## src/rtl/cv32e40x_xif_result_buffer_if.sv

```systemverilog
// Bundle of signals between the XIF result channel, the WB stage and the
// controller on one side and the result buffer on the other. The buffer
// connects through the slave modport. The agent that drives the result
// channel and the WB controls connects through the master modport.
interface cv32e40x_xif_result_buffer_if #(
  parameter int DEPTH      = 2,
  parameter int X_ID_WIDTH = 4
);
  localparam int CNT_W = $clog2(DEPTH) + 1;

  // Coprocessor result channel
  logic                  result_valid_i;
  logic                  result_ready_o;
  logic [X_ID_WIDTH-1:0] result_id_i;
  logic [31:0]           result_data_i;
  logic [4:0]            result_rd_i;
  logic                  result_we_i;
  logic                  result_exc_i;
  logic [5:0]            result_exccode_i;

  // WB stage and controller inputs
  logic                  wb_xif_en_i;
  logic [X_ID_WIDTH-1:0] wb_id_i;
  logic                  wb_pop_i;
  logic                  flush_i;

  // Head result presented to WB
  logic                  res_valid_o;
  logic [31:0]           res_data_o;
  logic [4:0]            res_rd_o;
  logic                  res_we_o;
  logic                  res_exc_o;
  logic [5:0]            res_exccode_o;
  logic                  id_mismatch_o;
  logic [CNT_W-1:0]      count_o;

  modport slave (
    input  result_valid_i, result_id_i, result_data_i, result_rd_i,
           result_we_i, result_exc_i, result_exccode_i,
           wb_xif_en_i, wb_id_i, wb_pop_i, flush_i,
    output result_ready_o, res_valid_o, res_data_o, res_rd_o, res_we_o,
           res_exc_o, res_exccode_o, id_mismatch_o, count_o
  );

  modport master (
    output result_valid_i, result_id_i, result_data_i, result_rd_i,
           result_we_i, result_exc_i, result_exccode_i,
           wb_xif_en_i, wb_id_i, wb_pop_i, flush_i,
    input  result_ready_o, res_valid_o, res_data_o, res_rd_o, res_we_o,
           res_exc_o, res_exccode_o, id_mismatch_o, count_o
  );
endinterface

```

## src/rtl/cv32e40x_xif_result_buffer.sv

```systemverilog
// In-order buffer for XIF coprocessor results that feeds the WB stage.
// The buffer accepts results whenever it is not full. The readiness does not
// depend on the WB stage, so there is no combinational path from WB back to
// the coprocessor. The head entry goes to WB only while its id matches the
// XIF instruction that WB holds.
// A flush from the controller empties the buffer. A flush takes priority over
// a push and over a pop in the same cycle.
// With BYPASS set, a result that arrives while the buffer is empty is shown to
// WB in the same cycle. If WB retires that result in the same cycle, the result
// is never written into the buffer.
module cv32e40x_xif_result_buffer #(
  parameter int DEPTH      = 2,
  parameter int X_ID_WIDTH = 4,
  parameter int BYPASS     = 0
) (
  input  logic                         clk,
  input  logic                         rst,
  cv32e40x_xif_result_buffer_if.slave  bus
);

  localparam int PTR_W = $clog2(DEPTH);
  localparam int CNT_W = PTR_W + 1;

  typedef struct packed {
    logic [X_ID_WIDTH-1:0] id;
    logic [31:0]           data;
    logic [4:0]            rd;
    logic                  we;
    logic                  exc;
    logic [5:0]            exccode;
  } entry_t;

  // Storage and bookkeeping
  entry_t           r_mem [DEPTH];
  logic [PTR_W-1:0] r_rd_ptr;
  logic [PTR_W-1:0] r_wr_ptr;
  logic [CNT_W-1:0] r_count;

  // Combinational datapath
  entry_t w_in;
  entry_t w_head;
  logic   w_head_vld;
  logic   w_full;
  logic   w_empty;
  logic   w_bypass;
  logic   w_id_match;
  logic   w_res_valid;
  logic   w_pop;
  logic   w_pop_mem;
  logic   w_bypass_consume;
  logic   w_push;

  assign w_in = '{
    id:      bus.result_id_i,
    data:    bus.result_data_i,
    rd:      bus.result_rd_i,
    we:      bus.result_we_i,
    exc:     bus.result_exc_i,
    exccode: bus.result_exccode_i
  };

  assign w_full  = (r_count == CNT_W'(DEPTH));
  assign w_empty = (r_count == '0);

  // A result offered in the flush cycle is dropped, so it is never forwarded.
  // While reset is held, every output keeps its idle value.
  assign w_bypass = (BYPASS != 0) && w_empty && bus.result_valid_i &&
                    !bus.flush_i && !rst;

  // Select the head: the stored entry at rd_ptr, else the bypassed input, else all zero
  always_comb begin
    w_head     = '0;
    w_head_vld = 1'b0;
    if (!w_empty) begin
      w_head     = r_mem[r_rd_ptr];
      w_head_vld = 1'b1;
    end else if (w_bypass) begin
      w_head     = w_in;
      w_head_vld = 1'b1;
    end
  end

  assign w_id_match  = (w_head.id == bus.wb_id_i);
  assign w_res_valid = w_head_vld && bus.wb_xif_en_i && w_id_match;

  // A retire request that is not backed by a matching head has no effect.
  assign w_pop            = bus.wb_pop_i && w_res_valid && !rst;
  assign w_pop_mem        = w_pop && !w_empty;
  assign w_bypass_consume = w_pop && w_bypass;
  assign w_push           = bus.result_valid_i && !w_full && !bus.flush_i &&
                            !w_bypass_consume && !rst;

  assign bus.result_ready_o = !w_full;
  assign bus.res_valid_o    = w_res_valid;
  assign bus.res_data_o     = w_head.data;
  assign bus.res_rd_o       = w_head.rd;
  assign bus.res_we_o       = w_res_valid && w_head.we;
  assign bus.res_exc_o      = w_res_valid && w_head.exc;
  assign bus.res_exccode_o  = w_head.exccode;
  assign bus.id_mismatch_o  = w_head_vld && bus.wb_xif_en_i && !w_id_match;
  assign bus.count_o        = r_count;

  // Pointer and occupancy update. A flush clears everything and wins over a push or a pop.
  always_ff @(posedge clk or posedge rst) begin
    if (rst) begin
      r_rd_ptr <= '0;
      r_wr_ptr <= '0;
      r_count  <= '0;
    end else if (bus.flush_i) begin
      r_rd_ptr <= '0;
      r_wr_ptr <= '0;
      r_count  <= '0;
    end else begin
      if (w_push) begin
        r_wr_ptr <= r_wr_ptr + PTR_W'(1);
      end
      if (w_pop_mem) begin
        r_rd_ptr <= r_rd_ptr + PTR_W'(1);
      end
      case ({w_push, w_pop_mem})
        2'b10:   r_count <= r_count + CNT_W'(1);
        2'b01:   r_count <= r_count - CNT_W'(1);
        default: r_count <= r_count;
      endcase
    end
  end

  // Entry storage. The contents are only visible through the occupancy, so they need no reset.
  always_ff @(posedge clk) begin
    if (w_push) begin
      r_mem[r_wr_ptr] <= w_in;
    end
  end

  // Protocol and occupancy checks
  a_no_push_full: assert property (@(posedge clk) disable iff (rst)
    !(w_push && w_full))
    else $error("result buffer: push while full");

  a_count_range: assert property (@(posedge clk) disable iff (rst)
    r_count <= CNT_W'(DEPTH))
    else $error("result buffer: count above depth");

  a_no_pop_empty: assert property (@(posedge clk) disable iff (rst)
    !(bus.wb_pop_i && w_empty && !w_bypass))
    else $error("result buffer: retire while empty");

endmodule

```

## src/flat_wrapper.sv

```systemverilog
// flat-port wrapper written by rule: the top's interface ports become plain ports
module cv32e40x_xif_result_buffer_flat 
#(
  parameter int DEPTH      = 2,
  parameter int X_ID_WIDTH = 4,
  parameter int BYPASS     = 0
)
  (clk, rst, bus_result_valid_i, bus_result_id_i, bus_result_data_i, bus_result_rd_i, bus_result_we_i, bus_result_exc_i, bus_result_exccode_i, bus_wb_xif_en_i, bus_wb_id_i, bus_wb_pop_i, bus_flush_i, bus_result_ready_o, bus_res_valid_o, bus_res_data_o, bus_res_rd_o, bus_res_we_o, bus_res_exc_o, bus_res_exccode_o, bus_id_mismatch_o, bus_count_o);
  cv32e40x_xif_result_buffer_if #(.DEPTH(DEPTH), .X_ID_WIDTH(X_ID_WIDTH)) bus_i ();
  input  logic clk;
  input  logic rst;
  input wire logic [$bits(bus_i.result_valid_i)-1:0] bus_result_valid_i;
  input wire logic [$bits(bus_i.result_id_i)-1:0] bus_result_id_i;
  input wire logic [$bits(bus_i.result_data_i)-1:0] bus_result_data_i;
  input wire logic [$bits(bus_i.result_rd_i)-1:0] bus_result_rd_i;
  input wire logic [$bits(bus_i.result_we_i)-1:0] bus_result_we_i;
  input wire logic [$bits(bus_i.result_exc_i)-1:0] bus_result_exc_i;
  input wire logic [$bits(bus_i.result_exccode_i)-1:0] bus_result_exccode_i;
  input wire logic [$bits(bus_i.wb_xif_en_i)-1:0] bus_wb_xif_en_i;
  input wire logic [$bits(bus_i.wb_id_i)-1:0] bus_wb_id_i;
  input wire logic [$bits(bus_i.wb_pop_i)-1:0] bus_wb_pop_i;
  input wire logic [$bits(bus_i.flush_i)-1:0] bus_flush_i;
  output wire logic [$bits(bus_i.result_ready_o)-1:0] bus_result_ready_o;
  output wire logic [$bits(bus_i.res_valid_o)-1:0] bus_res_valid_o;
  output wire logic [$bits(bus_i.res_data_o)-1:0] bus_res_data_o;
  output wire logic [$bits(bus_i.res_rd_o)-1:0] bus_res_rd_o;
  output wire logic [$bits(bus_i.res_we_o)-1:0] bus_res_we_o;
  output wire logic [$bits(bus_i.res_exc_o)-1:0] bus_res_exc_o;
  output wire logic [$bits(bus_i.res_exccode_o)-1:0] bus_res_exccode_o;
  output wire logic [$bits(bus_i.id_mismatch_o)-1:0] bus_id_mismatch_o;
  output wire logic [$bits(bus_i.count_o)-1:0] bus_count_o;
  assign bus_i.result_valid_i = bus_result_valid_i;
  assign bus_i.result_id_i = bus_result_id_i;
  assign bus_i.result_data_i = bus_result_data_i;
  assign bus_i.result_rd_i = bus_result_rd_i;
  assign bus_i.result_we_i = bus_result_we_i;
  assign bus_i.result_exc_i = bus_result_exc_i;
  assign bus_i.result_exccode_i = bus_result_exccode_i;
  assign bus_i.wb_xif_en_i = bus_wb_xif_en_i;
  assign bus_i.wb_id_i = bus_wb_id_i;
  assign bus_i.wb_pop_i = bus_wb_pop_i;
  assign bus_i.flush_i = bus_flush_i;
  assign bus_result_ready_o = bus_i.result_ready_o;
  assign bus_res_valid_o = bus_i.res_valid_o;
  assign bus_res_data_o = bus_i.res_data_o;
  assign bus_res_rd_o = bus_i.res_rd_o;
  assign bus_res_we_o = bus_i.res_we_o;
  assign bus_res_exc_o = bus_i.res_exc_o;
  assign bus_res_exccode_o = bus_i.res_exccode_o;
  assign bus_id_mismatch_o = bus_i.id_mismatch_o;
  assign bus_count_o = bus_i.count_o;
  cv32e40x_xif_result_buffer #(.DEPTH(DEPTH), .X_ID_WIDTH(X_ID_WIDTH), .BYPASS(BYPASS)) u_core (.clk(clk), .rst(rst), .bus(bus_i));
endmodule
```

## config.mk

```make
export PLATFORM = sky130hd
export DESIGN_NAME = cv32e40x_xif_result_buffer_flat
export DESIGN_NICKNAME = d
export VERILOG_FILES = /design/src/rtl/cv32e40x_xif_result_buffer_if.sv /design/src/rtl/cv32e40x_xif_result_buffer.sv /design/src/flat_wrapper.sv
export SDC_FILE = /design/constraint.sdc
export NUM_CORES = 1
export LEC_CHECK = 0
export ABC_CLOCK_PERIOD_IN_PS = 5900
export CAP_MARGIN = 20
export CORE_ASPECT_RATIO = 0.9
export CORE_MARGIN = 3
export CORE_UTILIZATION = 30
export CTS_CLUSTER_DIAMETER = 60
export CTS_CLUSTER_SIZE = 25
export DETAILED_ROUTE_END_ITERATION = 16
export HOLD_SLACK_MARGIN = 0.02
export SETUP_SLACK_MARGIN = 0.1
export SLEW_MARGIN = 15
export SYNTH_ARGS = -nofsm -noshare
export SYNTH_HDL_FRONTEND = slang
export SYNTH_SLANG_ARGS = --single-unit
export TNS_END_PERCENT = 10
```

## constraint.sdc

```tcl
create_clock -name clk -period 5.9 [get_ports clk]
set_clock_uncertainty 0.1 [all_clocks]
set_input_delay 1.77 -clock clk [delete_from_list [all_inputs] [get_ports clk]]
set_output_delay 1.77 -clock clk [all_outputs]
set_load 0.02 [all_outputs]
```

==> reports/results.ini <==
[status]
status = complete, no violations

[route]
wl_met2_um = 3720
wl_per_cell_um = 14.9
viasPerCell = 4.49
totalWireLength_um = 7820
postRouteAntennaNets = 0
drc_errors = 0
drt-met1-wl_um = 3540
drtPass1Iterations = 4
dr.first_iter.drc_count = 99
met3_length_um = 437
top_layer = met4
vias = 2356

[logic_synthesis]
ys_seq_area_share_pct = 75.6
synth-edff-count = 98
synth.avg_cell_area_sq_um = 16.4
synth-seq-cells = 102
synth_top_area_share_pct = 73.1
synth_area_sq_mm = 0.00403
ys_top_cells_by_area = edfxtp_1 (73%), mux2i_1 (12%), nor2_1 (4.3%)
synthCells = 246
synth_ff_type = edfxtp_1
netlist_top_cells_count = edfxtp_1 (98), mux2i_1 (48), nor2_1 (46)
yosys_warnings = 0
synth_async_sr_flop_share_pct = 3.92
ys_types = 31
synth.most_common_cell = edfxtp_1
synth_nets = 305
synth_top_cell_by_area = edfxtp_1

[timing]
finalHoldViolCount = 0
clock.fmax_ghz = 0.182
rsz0062_at_grt = false
holdWs_ps = 488
setup_violations = 0
finalMaxSlewViolations = 0
tightest_slew_ps = 932
period_share_pct = 93.3
min_period_ps = 5510
slew_headroom_pct = 37.9

[finish]
fillers = 1169
nets = 415
drive_above_1_share_pct = 7.20
post-route-util_pct = 43.6
areaGrowthSynthToFinish_pct = 40.1
n_antenna_cell = 0

[power_and_ir_drop]
internal_power_mw = 1.31
p_per_area_mw_per_mm2 = 292
p_leak_nw = 1.75
irDropWorstVdd_mv = 0.153
combinationalPowerShare_pct = 10.5
p_seq_share_pct = 49.6
p_switching_mw = 0.338
power_frac_clock_pct = 39.9
switching_share_pct = 20.5

[setup_path]
endpoint = bus_id_mismatch_o
crit_path_end_kind = output pin
arrival_ps = 3640
worstSetupPathType = input port to output pin
r2r_setup_slack_ps = 3440
worstSetupStartpoint = bus_wb_id_i[0]
worstReg2RegStart = u_core.r_rd_ptr
rr_worst_depth = 5
cp_data_required_time_ps = 4030
r2r_end = u_core.r_rd_ptr
cp_max_fo = 6
cp-start-kind = input port

[clock_network]
cts_tree = done
htreeDepth = 3
path_clk_slew_ps = 60
cts_resized = 0
root_buffer = clkbuf_16
clock_path_buffers = 2
worstSkewPairLatency_ps = 330
cts_made_buffers = 9
holdBufCountCts = 0
cts.sinks = 102
cts_setup_buffers = 0

[global_routing]
overflow = 0
grt_pass1_vias = 2472
grt_pass1_wl_um = 12500
track_usage_pct = 10.9
grt_start_max_net_pins = 52
antenna_found_initial = 0

[worst_hold_path]
hp-class = flip-flop to flip-flop

[run]
cap_violations = 0

[floorplan]
die_w_um = 128
core_area_sq_mm = 0.0129
initial_core_util_pct = 31.1
row_count = 39
ios = 109
die_h_um = 116
dieArea_sq_mm = 0.0149

[placed_design]
port_buffers = 108
hpwlAfterDp_um = 4980
gp_congestion = 0.781

-- final cells by class --
class	instances	area [sq um]	share of cell area [%]
clock buffer	10	229	4.06
clock inverter	6	110	1.95
inverter	1	3.75	0.0665
multi-input combinational	131	943	16.7
sequential	102	3050	54.0
tap	164	205	3.64
timing repair buffer	111	1100	19.6
-- power groups by stage --
| stage | combinational (mW) | clock (mW) | sequential, mW |
|---|---|---|---|
| after global routing | 0.187 | 0.703 | 0.820 |
| after CTS | 0.176 | 0.679 | 0.819 |
| after detailed placement | 0.175 | 0 | 0.835 |
| after floorplan | 0.0728 | 0 | 0.835 |
| after global placement | 0.174 | 0 | 0.834 |
| final | 0.173 | 0.659 | 0.819 |
-- cell usage in the layout (no fill, tap or decap), drive strengths merged, types with 2 or more instances in the layout --
cell type and n:
nor3b 3, edfxtp 98, and4 2, nand3 3, xor2 2, o21ai 5
mux2i 49, nand4 2, bufinv 3, or3 4, clkdlybuf4s50 108, clkinvlp 2
nor3 3, clkbuf 10, a21oi 4, nor2 46, buf 3, dfrtp 4
-- worst min path at each step --
stage / depth (start not counted) / startpoint / slack (ps) / to
after global placement: 2 / u_core.r_wr_ptr / 470 / u_core.r_wr_ptr
final: 2 / u_core.r_wr_ptr / 490 / u_core.r_wr_ptr
after global routing: 2 / u_core.r_wr_ptr / 540 / u_core.r_wr_ptr
after CTS: 2 / u_core.r_wr_ptr / 490 / u_core.r_wr_ptr
after detailed placement: 2 / u_core.r_wr_ptr / 470 / u_core.r_wr_ptr
after floorplan: 2 / u_core.r_wr_ptr / 420 / u_core.r_wr_ptr
-- cells by family after synthesis --
logic type                share of synthesized area, %
buffers and inverters                             1.62
DFF                                               75.6
xor gates and xnor gates                         0.839
muxes                                             12.5
AOI/OAI and AO/OA                                 1.49
and+or+nand+nor                                   8.01
-- worst max-delay path, cell delays in order --
cell and delay, ps:
clkdlybuf4s50_1 420, or3_1 390, and4_1 280, a31oi_1 150, clkdlybuf4s50_1 620
-- registers in the layout (all words and copies together) (netlist names) --
name,count
u_core.r_wr_ptr,1
u_core.bus.count_o,2
u_core.r_rd_ptr,1
u_core.r_mem,98
-- metal layers --
layer	track usage, %	up-vias
li1	-	1144
met1	13.6	1131
met2	18.0	70
met3	3.32	11
met4	4.03	0
met5	0	-
-- metrics by stage --
stage | setup TNS (ps) | instances | power, mW | cell area, sq um | setup slack (ps)
final | 0 | 525 | 1.65 | 5640 | 394
after global routing | 0 | 525 | 1.71 | 5640 | 259
after CTS | 0 | 525 | 1.67 | 5640 | 404
after detailed placement | 0 | 509 | 1.01 | 5300 | 410
after global placement | 0 | 509 | 1.01 | 5300 | 430
after floorplan | -10920 | 246 | 0.908 | 4030 | -223
(Power assumes the default switching activity.)
